## src/rtl/sram_like_arbiter_pkg.sv

```systemverilog
// Shared constants for the SRAM-like two-master arbiter.
// Latency: n/a (constants and a pure helper function only).
// Backpressure: n/a.
//
// Holds the master source ids stored in the order FIFO, the transfer size
// encodings of the SRAM-like bus, and the grant FSM state encodings.
package sram_like_arbiter_pkg;

  // Source id carried through the outstanding-order FIFO.
  localparam logic SRC_INST = 1'b0;
  localparam logic SRC_DATA = 1'b1;

  // SRAM-like transfer size encodings.
  localparam logic [1:0] SIZE_B = 2'd0;
  localparam logic [1:0] SIZE_H = 2'd1;
  localparam logic [1:0] SIZE_W = 2'd2;

  // Grant FSM states: free arbitration, or grant pinned to one master.
  localparam logic [1:0] ST_IDLE   = 2'd0;
  localparam logic [1:0] ST_LOCK_I = 2'd1;
  localparam logic [1:0] ST_LOCK_D = 2'd2;

  // Lock state that pins the grant to the given source.
  function automatic logic [1:0] lock_state(input logic src);
    return (src == SRC_DATA) ? ST_LOCK_D : ST_LOCK_I;
  endfunction

endpackage

```

## src/rtl/sram_arb_otd_fifo.sv

```systemverilog
// Order FIFO of 1-bit source ids for accepted-but-unanswered transactions.
// Latency: a pushed id is visible at head the cycle after the push.
// Backpressure: full/empty flags; push while full and pop while empty are ignored.
//
// Ports:
//   clk, reset         clock, synchronous active-high reset
//   push, din          enqueue one source id
//   pop                dequeue the head id
//   full, empty, head  status flags and the oldest stored id
module sram_arb_otd_fifo #(
  parameter int DEPTH = 4
) (
  input  logic clk,
  input  logic reset,
  input  logic push,
  input  logic din,
  input  logic pop,
  output logic full,
  output logic empty,
  output logic head
);

  localparam int PW = $clog2(DEPTH);

  logic [DEPTH-1:0] store;
  logic [PW-1:0]    wr_ptr;
  logic [PW-1:0]    rd_ptr;
  logic [PW:0]      count;
  logic             do_push;
  logic             do_pop;

  assign full    = (count == (PW+1)'(DEPTH));
  assign empty   = (count == '0);
  assign head    = store[rd_ptr];
  assign do_push = push & ~full;
  assign do_pop  = pop & ~empty;

  // Pointers wrap naturally because DEPTH is a power of two.
  always_ff @(posedge clk) begin
    if (reset) begin
      wr_ptr <= '0;
      rd_ptr <= '0;
      count  <= '0;
    end else begin
      if (do_push) wr_ptr <= wr_ptr + 1'b1;
      if (do_pop)  rd_ptr <= rd_ptr + 1'b1;
      case ({do_push, do_pop})
        2'b10:   count <= count + 1'b1;
        2'b01:   count <= count - 1'b1;
        default: count <= count;
      endcase
    end
  end

  // Payload needs no reset: it is only read when count says it is valid.
  always_ff @(posedge clk) begin
    if (do_push) store[wr_ptr] <= din;
  end

endmodule

```

## src/rtl/sram_like_arbiter.sv

```systemverilog
// Two-master (inst/data) to one-slave SRAM-like arbiter with in-order return routing.
// Latency: zero added; req/addr_ok/data_ok pass combinationally, data_ok earliest at t+1.
// Backpressure: grant locks while mem_addr_ok is low; mem_req is withheld while the order FIFO is full.
//
// Ports:
//   clk, reset              clock, synchronous active-high reset
//   inst_sram_*             instruction-fetch master (req/wr/size/wstrb/addr/wdata in,
//                           addr_ok/data_ok/rdata out)
//   data_sram_*             data-access master, same set
//   mem_*                   downstream SRAM-like port toward the AXI bridge
//   otd_err                 sticky: mem_data_ok seen with nothing outstanding
//
// Build option: define SRAM_ARB_RR_EN for round-robin arbitration in IDLE;
// otherwise the data master has fixed priority over the instruction master.
module sram_like_arbiter
  import sram_like_arbiter_pkg::*;
#(
  parameter int OTD_DEPTH = 4
) (
  input  logic        clk,
  input  logic        reset,

  input  logic        inst_sram_req,
  input  logic        inst_sram_wr,
  input  logic [1:0]  inst_sram_size,
  input  logic [3:0]  inst_sram_wstrb,
  input  logic [31:0] inst_sram_addr,
  input  logic [31:0] inst_sram_wdata,
  output logic        inst_sram_addr_ok,
  output logic        inst_sram_data_ok,
  output logic [31:0] inst_sram_rdata,

  input  logic        data_sram_req,
  input  logic        data_sram_wr,
  input  logic [1:0]  data_sram_size,
  input  logic [3:0]  data_sram_wstrb,
  input  logic [31:0] data_sram_addr,
  input  logic [31:0] data_sram_wdata,
  output logic        data_sram_addr_ok,
  output logic        data_sram_data_ok,
  output logic [31:0] data_sram_rdata,

  output logic        mem_req,
  output logic        mem_wr,
  output logic [1:0]  mem_size,
  output logic [3:0]  mem_wstrb,
  output logic [31:0] mem_addr,
  output logic [31:0] mem_wdata,
  input  logic        mem_addr_ok,
  input  logic        mem_data_ok,
  input  logic [31:0] mem_rdata,

  output logic        otd_err
);

  logic [1:0] state;
  logic [1:0] state_nxt;
  logic       idle_gnt;
  logic       gnt;
  logic       gnt_req;
  logic       accept;
  logic       fifo_full;
  logic       fifo_empty;
  logic       fifo_head;
  logic       ret_vld;

`ifdef SRAM_ARB_RR_EN
  logic last_gnt;

  // On contention the master that did not win the last handshake goes first.
  always_comb begin
    idle_gnt = SRC_INST;
    if (inst_sram_req && data_sram_req) idle_gnt = ~last_gnt;
    else if (data_sram_req)             idle_gnt = SRC_DATA;
  end

  always_ff @(posedge clk) begin
    if (reset)       last_gnt <= SRC_INST;
    else if (accept) last_gnt <= gnt;
  end
`else
  // Data master has fixed priority; with no request the pick is irrelevant.
  always_comb begin
    idle_gnt = SRC_INST;
    if (data_sram_req) idle_gnt = SRC_DATA;
  end
`endif

  always_comb begin
    case (state)
      ST_LOCK_I: gnt = SRC_INST;
      ST_LOCK_D: gnt = SRC_DATA;
      default:   gnt = idle_gnt;
    endcase
  end

  assign gnt_req = (gnt == SRC_DATA) ? data_sram_req : inst_sram_req;
  assign mem_req = gnt_req & ~fifo_full & ~reset;
  assign accept  = mem_req & mem_addr_ok;

  // Lock on an unanswered request so the downstream payload stays stable.
  // A locked master dropping req (pipeline cancel) releases the lock; a full
  // FIFO keeps an existing lock because the request is merely withheld.
  always_comb begin
    state_nxt = ST_IDLE;
    if (state == ST_IDLE) begin
      if (mem_req && !mem_addr_ok) state_nxt = lock_state(gnt);
    end else if (gnt_req && !accept) begin
      state_nxt = state;
    end
  end

  always_ff @(posedge clk) begin
    if (reset) state <= ST_IDLE;
    else       state <= state_nxt;
  end

  assign mem_wr    = (gnt == SRC_DATA) ? data_sram_wr    : inst_sram_wr;
  assign mem_size  = (gnt == SRC_DATA) ? data_sram_size  : inst_sram_size;
  assign mem_wstrb = (gnt == SRC_DATA) ? data_sram_wstrb : inst_sram_wstrb;
  assign mem_addr  = (gnt == SRC_DATA) ? data_sram_addr  : inst_sram_addr;
  assign mem_wdata = (gnt == SRC_DATA) ? data_sram_wdata : inst_sram_wdata;

  assign inst_sram_addr_ok = accept & (gnt == SRC_INST);
  assign data_sram_addr_ok = accept & (gnt == SRC_DATA);

  sram_arb_otd_fifo #(
    .DEPTH (OTD_DEPTH)
  ) u_otd_fifo (
    .clk   (clk),
    .reset (reset),
    .push  (accept),
    .din   (gnt),
    .pop   (ret_vld),
    .full  (fifo_full),
    .empty (fifo_empty),
    .head  (fifo_head)
  );

  // FIFO status is pre-reset state during a reset cycle, hence the gate.
  assign ret_vld           = mem_data_ok & ~fifo_empty & ~reset;
  assign inst_sram_data_ok = ret_vld & (fifo_head == SRC_INST);
  assign data_sram_data_ok = ret_vld & (fifo_head == SRC_DATA);
  assign inst_sram_rdata   = mem_rdata;
  assign data_sram_rdata   = mem_rdata;

  always_ff @(posedge clk) begin
    if (reset)                           otd_err <= 1'b0;
    else if (mem_data_ok && fifo_empty)  otd_err <= 1'b1;
  end

endmodule

```

## config.mk

```make
export PLATFORM = sky130hd
export DESIGN_NAME = sram_like_arbiter
export DESIGN_NICKNAME = d
export VERILOG_FILES = /design/src/rtl/sram_like_arbiter_pkg.sv /design/src/rtl/sram_arb_otd_fifo.sv /design/src/rtl/sram_like_arbiter.sv
export SDC_FILE = /design/constraint.sdc
export NUM_CORES = 1
export LEC_CHECK = 0
export CAP_MARGIN = 20
export CORE_AREA = 5 5 121 123
export DETAILED_ROUTE_END_ITERATION = 7
export DIE_AREA = 0 0 126 128
export DONT_BUFFER_PORTS = 1
export RECOVER_POWER = 25
export SLEW_MARGIN = 20
export SYNTH_ARGS = -nofsm -noshare
export SYNTH_HDL_FRONTEND = slang
export SYNTH_SLANG_ARGS = --single-unit
```

## constraint.sdc

```tcl
create_clock -name clk -period 3 [get_ports clk]
set_clock_uncertainty 0.05 [all_clocks]
set_input_delay 0.3 -clock clk [delete_from_list [all_inputs] [get_ports clk]]
set_output_delay 0.3 -clock clk [all_outputs]
set_load 0.01 [all_outputs]
```

# Yosys cells after proc, flatten, opt, wreduce, memory -nomap -nowiden
# Cells that the tools add are included.
# totals
wordCells	62
latch_bits	0
inputBits	180
memories	0
mem_bits_ro	0
mem_bits_rw	0
register_bits	14
output_inout_bits	141
# op_classes
n_mux	18
n_bitwise	16
eq_ne	6
n_div	0
magnitude_cmp	3
add_sub_neg	4
shift	0
reduce_logical	9
multipliers	0
# op_table
cell	n
32-bit 2-to-1 mux	2
1-bit bitwise AND	11
2-bit 2-to-1 mux	5
2-bit by 3-bit less-than comparator with 1-bit output, second input constant	2
3-bit one-hot mux with 2 select lines	1
1-bit 2-to-1 mux	5
1-bit inverter	5
2-bit by 1-bit adder with 2-bit output, second input constant	2
4-bit bitwise mux	1
2-bit by 1-bit == test with 1-bit output, second input constant	2
2-bit == test, second input constant	2
1-bit logical AND	4
4-bit 2-to-1 mux	1
3-bit by 1-bit adder with 3-bit output, second input constant	1
3-bit == test, second input constant	1
3-bit logical NOT	1
3-bit by 1-bit subtractor with 3-bit output, second input constant	1
1-bit binary-select mux with 2-bit select	1
1-bit demux with 2-bit select	1
2-bit by 1-bit >= comparator with 1-bit output, second input constant	1
1-bit logical NOT	2
2-bit logical NOT	1
2-bit inequality test, second input constant	1
1-bit one-hot mux with 2 select lines	1
2-bit nonzero test	1

# Longest topological paths before layout
# logic_depth
depth_word	10
mapped_depth	12
depth_no_buf	12

# Hierarchy
# A second synthesis with hierarchy kept.
# hier_totals
hier_cells	228
hier_area_um2	2165.8
# by_module_without_submodules
mod	cells_each	area_each_um2	n_inst	seq_area_each_um2
sram_like_arbiter	173	1590.3	1	60.1
sram_arb_otd_fifo	55	575.6	1	260.2

# Worst setup path after synthesis
# Ideal clock, no wire load.
# synth_timing
path_kind	reg2reg
startpoint	register state[1]
endpoint	register u_otd_fifo.count[2]
path_buffers	0
setup_ps	71
path_slack_ps	448
stages_incl_launch_ff	13
t_arrival_ps	2431
synth_period_minus_slack_ps	2552
required_ps	2879
cell_sequence	dfxtp_1 -> inv_1 -> ha_1 -> nand2b_1 -> o221ai_2 -> nor2_1 -> inv_2 -> ha_1 -> inv_1 -> fa_1 -> xor2_1 -> or3_2 -> a21oi_1
# synth_via
elab_chain_len	9
elab_cells_between_ends	12
cone_classes	4 x eq/ne; 3 x mux; 4 x bitwise; 1 x reduce/logical
# synth_rtl
item	line	rtl
from (decl)	sram_like_arbiter.sv:56	logic [1:0] state;
from (signal assigned)	sram_like_arbiter.sv:115	else state <= state_nxt;
2-bit == test or 2-bit by 1-bit == test with 1-bit output (tied branches)	sram_like_arbiter.sv:90	case (state)
1-bit one-hot mux with 2 select lines *	sram_like_arbiter.sv:90	
1-bit 2-to-1 mux *	sram_like_arbiter.sv:97	assign gnt_req = (gnt == SRC_DATA) ? data_sram_req : inst_sram_req;
1-bit bitwise AND * (2 in a row)	sram_like_arbiter.sv:98	assign mem_req = gnt_req & ~fifo_full & ~reset;
1-bit bitwise AND *	sram_like_arbiter.sv:99	assign accept = mem_req & mem_addr_ok;
1-bit bitwise AND *	sram_arb_otd_fifo.sv:35	assign do_push = push & ~full;
2-bit by 1-bit == test with 1-bit output or 2-bit == test (tied branches)	sram_arb_otd_fifo.sv:47	case ({do_push, do_pop})
3-bit one-hot mux with 2 select lines or 2-bit nonzero test (tied branches)	-	
to (signal assigned)	sram_arb_otd_fifo.sv:48	2'b10: count <= count + 1'b1;
to (signal assigned)	sram_arb_otd_fifo.sv:49	2'b01: count <= count - 1'b1;
to (signal assigned)	sram_arb_otd_fifo.sv:50	default: count <= count;
to (decl)	sram_arb_otd_fifo.sv:28	logic [PW:0] count;
# Every way passes the cells marked *; elsewhere a longest branch is shown, timed or not.
# A chain may end at the register's enable or synchronous reset.

# Final worst setup path
# Ends and elaborated chain as after synthesis.

==> summary.md <==
| Metric | Value |
|---|---|
| Buffers & Inverters on Critical Path | `3` |
| Seq/Total Area, Yosys | `14.8%` |
| Critical Path Start Type | `flip-flop` |
| # resized after CTS | `0` |
| Dpl hpwl | `between 6 and 7 mm` |
| Synthesis Warnings | `0` |
| Commonest non-fill, non-tap cell in the layout | `nand2_1` |
| RSZ-0062 raised after global routing | `false` |
| Share of layout cells above drive strength 1 | `between 5 and 6%` |
| Initial Util | `16.0%` |
| Synth top area share | `between 30% and 40%` |
| FF+latch count, synth | `14` |
| Final Hold Fails | `0` |
| Post-CTS Hold Fix Bufs | `0` |
| Minimum clock period | `between 2 and 3 ns` |
| CTS H-tree lvls | `1` |
| Cell count after synthesis | `376` |
| Met3 Wirelength | `810 um` |
| P_sw | `0.000341 W` |
| Antenna diodes | `0` |
| CTS Buf Count | `3` |
| Synth Flop Type | `dfxtp_1` |
| Placed cell areas | `around 1900 sq um` |
| Worst path top cell family by delay | `adder cells` |
| DR pass1 iterations | `4` |
| Worst hold-check slack | `between 0.07 and 0.08 ns` |
| Die area | `~16,000 sq um` |
| Number of synthesized flops with an enable pin | `4` |
| Internal | `roughly 0.00048 W` |
| Comb power frac | `between 40% and 50%` |
| Max VDD drop | `roughly 0.00017 V` |
| Clock network fraction of total power | `between 30% and 40%` |
| Max cap viols | `0` |
| Wirelength, routed | `between 7 and 8 mm` |
| Routed wire per std cell | `15.2 um` |
| Iter 0 DRT Violations | `between 70 and 80` |
| Routed Antenna Nets | `0` |
| Tightest Hold Check Type | `input port to flip-flop` |
| Synthesized area per cell | `5.77 sq um` |
| Worst-margin pin slew | `between 0.4 and 0.5 ns` |
| Setup crit end kind | `flip-flop` |
| Top Layer Used | `met4` |
| Crit Path Max Fanout | `5` |
| Final period util | `about 93%` |
| Post-Synth XOR/XNOR Area | `~1.6%` |
| Cell taking the most area after synthesis | `nand2_1` |
| Via density | `between 4 and 5` |
| Status | `completed` |
| Clock Latency Late Sink | `0.24 ns` |
| Largest net degree at the start of global routing | `78` |
| Worst-path clk slew | `roughly 0.05 ns` |
| GRT overflow | `0` |
| Post-synthesis compound-gate area fraction | `under 10%` |
| Placer congestion estimate | `approximately 0.74` |
| Peak Freq | `around 360 MHz` |
| Setup bufs post-CTS | `0` |
| CP Class | `flip-flop to flip-flop` |
| Leakage power | `between 0.9 and 1 nW` |
| Port bufs | `0` |
| Final Cell Area | `1950 sq um` |
| Row count | `43` |
| CTS Buffer Depth | `2` |
| M1 WL | `~2.7 mm` |
| Mux share of post-synthesis cell area | `between 1 and 1.5%` |
| Crit path cell chain | `inv_1 -> ha_1 -> nand2b_1 -> o221ai_2 -> nor2_1 -> inv_2 -> ha_1 -> inv_1 -> fa_1 -> xor2_1 -> or3_2 -> a21oi_1` |
| Number of distinct library cells after synthesis | `32` |
| Simple-Gate Fraction of Synth Area | `44.5%` |
| Power share of the sequential group | `between 20% and 30%` |
| Final setup viols | `0` |
| Initial antenna violation count | `0` |
| Synth Area in Adders | `slightly below 5%` |
| CTS tree | `yes` |
| Main combinational cell family by area after synthesis | `simple AND/OR/NAND/NOR gates` |
| Die Wd | `around 130 um` |
| Post-Synthesis Cell Area | `between 2000 and 2500 sq um` |
| Filler instances | `about 1,600` |
| # IOs | `~320` |
| Max-slew violations | `0` |
| Slew HR | `around 72%` |
| Power per cell area | `420 nW/um^2` |
| CP peak stage delay | `roughly 0.40 ns` |
| Synthesized net count | `564` |
| CP arrival | `between 2 and 3 ns` |
| TNS Setup | `0 ns` |
| Vias in the first global route | `between 1,500 and 2,000` |
| CP max stage cell | `or3_2` |
| Root Driver | `clkbuf_16` |
| Via count | `1,962` |
| Most frequent cells in the layout | `nand2_1, nor2_1, dfxtp_1` |
| CTS Sinks | `14` |
| GRT Total Usage | `approximately 7.6%` |
| Core footprint | `13,600 sq um` |
| Sw Ratio | `approximately two fifths` |
| Share of flip-flops with an asynchronous set or reset | `0%` |
| Global-route wire length before repair | `around 9.5 mm` |
| Die height | `about 130 um` |
| Top post-synthesis cells by area | `nand2_1, buf_4, dfxtp_1` |
| Worst path required time | `3.13 ns` |
| Layout area overhead | `-9.92%` |
| DRC viols | `0` |
| Layout Nets | `slightly below 500` |
| Routed wl met2 | `3.48 mm` |
## cells by family after synthesis
| group | after synthesis |
|---|---|
| AND/OR/NAND/NOR | 244 |
| multiplexers | 2 |
| XOR/XNOR | 4 |
| adder cells (fa/ha/maj) | 8 |
| AO/OA/AOI/OAI | 13 |
| buffers and inverters | 91 |
| flip-flops | 14 |
## per-stage QoR
stage / setup WS, ns / total power, W / std cells / util (%)
after floorplan: 0.448 / 0.000595 / 376 / -
after global placement: 0.312 / 0.000581 / 478 / 13.8
after detailed placement: 0.222 / 0.000583 / 478 / 13.8
after CTS: 0.209 / 0.000834 / 482 / 14.4
after global routing: 0.000801 / 0.000880 / 482 / 14.4
final: 0.224 / 0.000821 / 482 / 14.4
## sequential cells by signal, summed over array words and instances, names as in the netlist
signal,count
otd_err,1
state,2
u_otd_fifo.count,3
u_otd_fifo.rd_ptr,2
u_otd_fifo.store,4
u_otd_fifo.wr_ptr,2
## layer usage
metal,up-vias,track usage [%]
met2,153,12.9
li1,934,-
met4,0,3.85
met5,-,0
met1,829,9.14
met3,46,1.67
## power by group through the flow
stage	registers, W	logic, W	clock network, W
2_1_floorplan	0.000221	0.000375	0
3_3_place_gp	0.000223	0.000358	0
3_5_place_dp	0.000223	0.000360	0
4_1_cts	0.000220	0.000360	0.000255
5_1_grt	0.000221	0.000394	0.000265
6_report	0.000220	0.000351	0.000250
## synth_stat cells (2+ instances only)
cell      number
inv_2          2
o21ai_0        2
nor3b_1        2
buf_2         15
inv_1          8
nand3_1        2
buf_4         65
nand2b_1       2
a22oi_1        2
edfxtp_1       4
and3_1         4
nor3_1         2
dfxtp_1       10
a21oi_1        4
nand2_1      214
nor2_1        13
xor2_1         4
ha_1           7
## final cells by class
cell class	count	area, sq um	share of cell area (%)
Timing Repair Buffer	3	35.0	1.79
Clock inverter	1	3.75	0.192
Inverter	10	37.5	1.92
Sequential cell	14	320	16.4
Clock buffer	3	75.1	3.84
Multi-Input combinational cell	271	1260	64.3
Tap cell	180	225	11.5
## worst paths after layout
check	slack [ns]	depth (start not counted)	start	endpoint
setup / recovery	0.22	12	state[1]	u_otd_fifo.count[2]
hold / removal	0.07	1	reset	u_otd_fifo.count[2]
setup reg to reg	0.22	12	state[1]	u_otd_fifo.count[2]
hold reg to reg	0.46	2	u_otd_fifo.count[2]	u_otd_fifo.count[2]
Note: power is estimated with default switching activity, not from simulation.
